### config.mk
export PLATFORM = sky130hd
export DESIGN_NAME = game_score_unit
export DESIGN_NICKNAME = d
export VERILOG_FILES = /design/src/rtl/game_score_unit.sv
export SDC_FILE = /design/constraint.sdc
export NUM_CORES = 1
export LEC_CHECK = 0
export BUFFER_PORTS_ARGS = -buffer_cell sky130_fd_sc_hd__clkbuf_2
export CORE_ASPECT_RATIO = 1.1
export CORE_MARGIN = 2
export CORE_UTILIZATION = 55
export DETAILED_ROUTE_END_ITERATION = 16
export PLACE_DENSITY = 0.73
export SKIP_CTS_REPAIR_TIMING = 1
export SYNTH_ARGS = -nofsm -noshare
export SYNTH_HDL_FRONTEND = slang
export SYNTH_SLANG_ARGS = --single-unit
### constraint.sdc
create_clock -name clk -period 18.4 [get_ports clk]
set_input_delay 0.92 -clock clk [delete_from_list [all_inputs] [get_ports clk]]
set_output_delay 0.92 -clock clk [all_outputs]
set_load 0.01 [all_outputs]
### src/rtl/game_score_unit.sv
// game_score_unit: apple score, win/die codes and score-paced move tick for the snake game.
module game_score_unit #(
    parameter int unsigned WIN_SCORE = 13,
    parameter int unsigned DIE_CODE  = 15,
    parameter int unsigned BASE_DIV  = 25_000_000,
    parameter int unsigned STEP_DIV  = 1_500_000,
    parameter int unsigned MIN_DIV   = 5_000_000
) (
    input  logic       clk,
    input  logic       rst_n,
    input  logic       middle_set,
    input  logic [1:0] mode,
    input  logic       eat_pulse,
    input  logic       collide_pulse,
    output logic [3:0] score,
    output logic [4:0] length,
    output logic       move_tick,
    output logic       playing
);
    typedef enum logic [1:0] {IDLE, PLAY, DEAD, WON} state_t;
    state_t      state, state_n;
    logic [3:0]  apples, apples_n, score_n;
    logic [2:0]  sync;
    logic        start_edge;
    logic [31:0] step_total, period, tick_cnt;
    assign start_edge = sync[1] & ~sync[2];
    assign step_total = 32'(apples) * STEP_DIV;
    // guarded subtraction so a large apple count can never wrap the period
    assign period     = (step_total >= BASE_DIV || BASE_DIV - step_total < MIN_DIV) ? MIN_DIV : BASE_DIV - step_total;
    assign move_tick  = (state == PLAY) && (tick_cnt >= period - 32'd1);
    assign playing    = (state == PLAY);
    always_comb begin
        state_n  = state;
        apples_n = apples;
        score_n  = score;
        case (state)
            IDLE: begin
                apples_n = '0;
                score_n  = '0;
                if (mode == 2'b01) state_n = PLAY;
            end
            PLAY: begin
                if (collide_pulse) begin
                    state_n = DEAD;
                    score_n = 4'(DIE_CODE);
                end else if (eat_pulse) begin
                    apples_n = apples + 4'd1;
                    score_n  = apples_n;
                    if (apples_n == 4'(WIN_SCORE)) state_n = WON;
                end else if (mode == 2'b00) begin
                    state_n  = IDLE;
                    apples_n = '0;
                    score_n  = '0;
                end
            end
            DEAD, WON: begin
                if (start_edge) begin
                    state_n  = IDLE;
                    apples_n = '0;
                    score_n  = '0;
                end
            end
        endcase
    end
    always_ff @(posedge clk or negedge rst_n) begin
        if (!rst_n) begin
            state    <= IDLE;
            apples   <= '0;
            score    <= '0;
            length   <= 5'd3;
            tick_cnt <= '0;
            sync     <= '0;
        end else begin
            state    <= state_n;
            apples   <= apples_n;
            score    <= score_n;
            length   <= 5'd3 + {1'b0, apples_n};
            tick_cnt <= (state == PLAY && state_n == PLAY && !move_tick) ? tick_cnt + 32'd1 : '0;
            sync     <= {sync[1:0], middle_set};
        end
    end
endmodule
======== Yosys cells after proc, flatten, opt, wreduce, memory -nomap -nowiden ========
Index checks and enable logic that the tools add are counted.
word-level totals
  register bits after elaboration ......... 50
cells by class
  $add $sub $neg .......................... 5
  $mul .................................... 1
  magnitude comparators ................... 3
  equality and inequality tests ........... 8
  multiplexer cells ....................... 19
  bitwise operators ....................... 2
  reduce and logical (&&, ||, !) cells .... 9
operators with widths
  operator                  number
  $mux W32                  2
  $add A32 B1 Y32 const B   1
  $ge A32 B32 Y1            1
  $lt A32 B23 Y1 const B    1
  $mux W4                   8
  $sub A32 B1 Y32 const B   1
  $sub A25 B25 Y26 const A  1
  $ge A25 B25 Y1 const B    1
  $pmux W4 S3               2
  $mul A4 B16 Y20 const B   1
  $mux W2                   6
  $eq A2 B1 Y1 const B      3
  $pmux W2 S3               1
  $add A2 B4 Y5 const A     1
  $add A4 B1 Y4 const B     1
  $eq A2 B2 Y1 const B      2
  $eq A4 B4 Y1 const B      1
  $logic_not A2 Y1          2
  $ne A4 B3 Y1 const B      1
  $logic_and A1 B1 Y1       3
  $ne A2 B2 Y1 const B      1
  $reduce_and A2 Y1         1
  $reduce_or A2 Y1          1
  $and A1 B1 Y1             1
  other kinds (3)           3

======== Longest topological paths before layout ========
  depth in word-level cells ............... 11
  gate-level depth with buffers ........... 38
  gate-level depth less buffers ........... 33

======== Worst setup path after synthesis ========
Ideal clock, no wire load.
  path type ............................... reg-to-output
  start ................................... register apples[0]
  end ..................................... output port move_tick
  arrival time ............................ 7.491 ns
  required time ........................... 17.480 ns
  path slack .............................. 9.989 ns
  cell stages (with the launch flop) ...... 35
  path buffers ............................ 3
  path through ............................ dfrtp_1 > clkbuf_1 > inv_1 > fa_1 > inv_1 > ha_1 > clkbuf_1 > a21oi_1 > o21bai_1 > mux2_2 > a311o_1 > nor3_2 > and3_1 > a211oi_1 > or2_1 > o22ai_4 > buf_6 > o21a_1 > ha_1 > o21ai_0 > nor3_1 > nand2_1 > a2111oi_4 > xnor2_1 > nand2_1 > ha_1 > a21o_1 > a21o_1 > a21o_1 > a21o_1 > a21o_1 > a21o_1 > a221oi_1 > a211o_1 > a21oi_1
between the ends
  longest elaborated chain between the ends .. 8
RTL lines
  element                 line  RTL
  from (decl)             22    logic [3:0] apples, apples_n, score_n;
  from (signal assigned)  75    apples <= apples_n;
  $mul A4 B16 Y20 *       27    assign step_total = 32'(apples) * STEP_DIV;
  $sub A25 B25 Y26        29    assign period = (step_total >= BASE_DIV || BASE_DIV - step_total < MIN_DIV) ? MIN_DIV : BASE_DIV - step_total;
  $lt A32 B23 Y1          29
  $logic_or A1 B1 Y1      29
  $mux W32 *              29
  $sub A32 B1 Y32 *       30    assign move_tick = (state == PLAY) && (tick_cnt >= period - 32'd1);
  $ge A32 B32 Y1 *        30
  $logic_and A1 B1 Y1 *   30
  to (decl)               17    output logic move_tick,
Every way passes the cells marked *; elsewhere a longest branch is shown, timed or not.

======== Worst setup path after layout ========
Same ends and word-level chain as after synthesis.

==> run summary <==
Worst r2r dst - tick_cnt[22]$_DFF_PN0_
Worst vdd ir - 0.00005508 V
R2R setup slack - 8.49 ns
Worst-Margin Slew - 1.109 ns
Io pins - 18
Worst Hold End - sync[1]$_DFF_PN0_
Hold path depth - 0
Vias in the first global route - 4650
CTS max path bufs - 2
RSZ-0062 raised after global routing - false
Initial antenna violation count - 0
Number of nets in the layout - 730
Worst setup startpoint - apples[0]$_DFF_PN0_
Avg Vias per Cell - 6.190
CP required - 17.48 ns
First-pass GRT wire length - 22.31 mm
Post-DP HPWL - 10.98 mm
WL/cell - 17.38 um
Final hold viol count - 0
Syn Area/Cell - 8.421 um^2
Hold path startpoint - sync[0]$_DFF_PN0_
Relative slew slack - 0.2589
Largest net degree at the start of global routing - 51
Post-synth top area share - 0.2161
Worst stage delay on the critical path - 0.83 ns
Cells after Synth - 660
Syn Nets - 731
Vias - 4828
Clk Latency, worst-skew pair - 0.31 ns
CP arrival - 9.28 ns
Main synth FF type - dfrtp_1
Peak fanout along the critical path - 25
DR DRC count - 0
EDFF count, synth - 0
Worst R2R Start - apples[0]$_DFF_PN0_
Post-Route Skew - 0.007097 ns
Post-Syn Area - 5558 um^2
Uppermost routed layer - met4
Synth top area cells - dfrtp_1 22%, ha_1 14%, xnor2_1 6.6%
Met1 Routed Length - 5.992 mm
Crit path buf inv count - 3
Setup TNS - 0 ns
Max Fclk - 98.05 MHz
Met2 Routed Length - 6.514 mm
Sequential element share of the synthesized area - 0.2256
Root Driver - clkbuf_8
CTS sink cnt - 50
WS Path Type - reg2out
Max Cap Viol - 0
Total CTS buffers - 5
Row count - 38
Final slew viol count - 0
CP most frequent cell - a21o_1
Synth async-reset ratio - 1.000
CP max-delay cell - dfrtp_1
Worst setup SP type - register
Number of port buffers - 17
Leak - 0.002721 uW
Share of cells above drive strength 1 - 0.1000
Pwr per Cell Area - 62.58 nW/um^2
N_diodes - 0
Die extent in x - 99.85 um
Vert. Die Dim - 109.4 um
Post-synth cell types - 85
CP top delay family - compound AO/OA/AOI/OAI gates
Die Area - 10930 um^2
YS warnings - 0
Number of fill cells - 890
Clock transition at path regs - 0.10 ns
H-tree Lvls - 2
Worst Hold Class - reg2reg
Pre-antenna DRT Iters - 5
RePlAce Congestion - 0.9368
# setup viols final - 0
Area delta synth->final - 4.300%
Starting density of the core - 0.5647
R2R depth - 31
Routed length on met3 - 513 um
Gr usage total - 0.2516
Yosys top cell by area - dfrtp_1
Critical Path Sink Type - primary output
Number of synthesized register bits - 50
Fin crit period - 10.20 ns
Tcrit/Tclk final - 0.5543
1st-iter DRT viols - 275
Status - completed
WL final - 13.55 mm
GRT overflow - 0
ANT nets after route - 0
Placeable core region - 9842 um^2
Power, Total - 362.8 uW
CTS tree - done
-- state kept, by name, indices dropped and copies added, names as in the netlist --
signal	count
tick_cnt	32
state	2
length	5
sync	3
apples	4
score	4
-- logic make-up after synthesis --
kind of cell | synth area share
simple gates | 0.2461
compound gates | 0.2161
buf+inv | 0.03872
mux | 0.007429
fa+ha+maj | 0.1513
xor+xnor | 0.1148
flops | 0.2256
-- placed cells by master (no fill, tap or decap), types with 8 or more instances in the layout --
cell type  count
inv_1         24
xor2_1        29
dfrtp_1       48
a21o_1        26
and3_1        15
o211ai_1       8
nand4_1       13
and2_1        14
nor2_1        73
ha_1          60
clkbuf_2      17
nor3_1        13
a21oi_1       25
o21ai_0       26
nand2_1       52
xnor2_1       42
nand3_1       26
-- per-layer routing --
metal / track usage / vias up
met5: 0 / -
met4: 0.1096 / 0
met3: 0.03624 / 38
met2: 0.4358 / 128
met1: 0.3127 / 2279
li1: - / 2383
-- worst reg2reg max path, delay by kind of cell, from the launching register on --
kind / cells / cell delay (ns)
fa+ha+maj: 4 / 1.62
simple gates: 7 / 2.36
xor+xnor: 1 / 0.16
buf+inv: 2 / 0.36
compound gates: 17 / 4.49
flops: 1 / 0.83
-- stage by stage --
| step | utilization | hold slack [ns] | instances | cell area, um^2 | worst slack (ns) |
|---|---|---|---|---|---|
| floorplan | - | 0.3312 | 660 | 5558 | 9.989 |
| global placement | 0.5767 | 0.3340 | 772 | 5675 | 8.796 |
| detailed placement | 0.5767 | 0.3386 | 772 | 5675 | 8.529 |
| CTS | 0.5890 | 0.3608 | 780 | 5797 | 8.285 |
| global route | 0.5890 | 0.3760 | 780 | 5797 | 7.623 |
| finish | 0.5890 | 0.3632 | 780 | 5797 | 8.201 |
-- cells in the mapped netlist, drive strengths merged (6+ instances only) --
cell and number:
or2 9, buf 12, nand2 53, a21o 26, xor2 30, a31o 6, inv 24, xnor2 42
clkbuf 14, a211oi 8, dfrtp 48, and3 15, ha 60, and4 6, nand3 27, o21ai 33
and2 15, nand4 13, a21oi 26, or3 6, nor4 7, nor2 74, nor3 15, o211ai 9
-- how the worst max path moves through the flow --
| stage | endpoint | depth (start not counted) |
|---|---|---|
| 2_1_floorplan | move_tick | 34 |
| 3_3_place_gp | tick_cnt[24]$_DFF_PN0_ | 31 |
| 3_5_place_dp | tick_cnt[26]$_DFF_PN0_ | 31 |
| 4_1_cts | move_tick | 32 |
| 5_1_grt | tick_cnt[22]$_DFF_PN0_ | 31 |
| 6_report | move_tick | 31 |
-- layout make-up --
cell class	count	area, um^2	area share
multi-input cells	560	4089	0.7054
flip-flops and latches	50	1254	0.2163
well taps	120	150.1	0.02590
repair buffers	18	92.59	0.01597
inverters	24	90.09	0.01554
clock buffers	6	82.58	0.01425
clock inverters	2	38.79	0.006691
-- power breakdown --
part,total [uW],internal (uW),switching [uW]
clock,84.0,44.8,39.2
combinational,153,55.8,97.0
sequential,126,118,7.68
total,363,219,144
No activity file was read; power rests on OpenSTA's default activity.
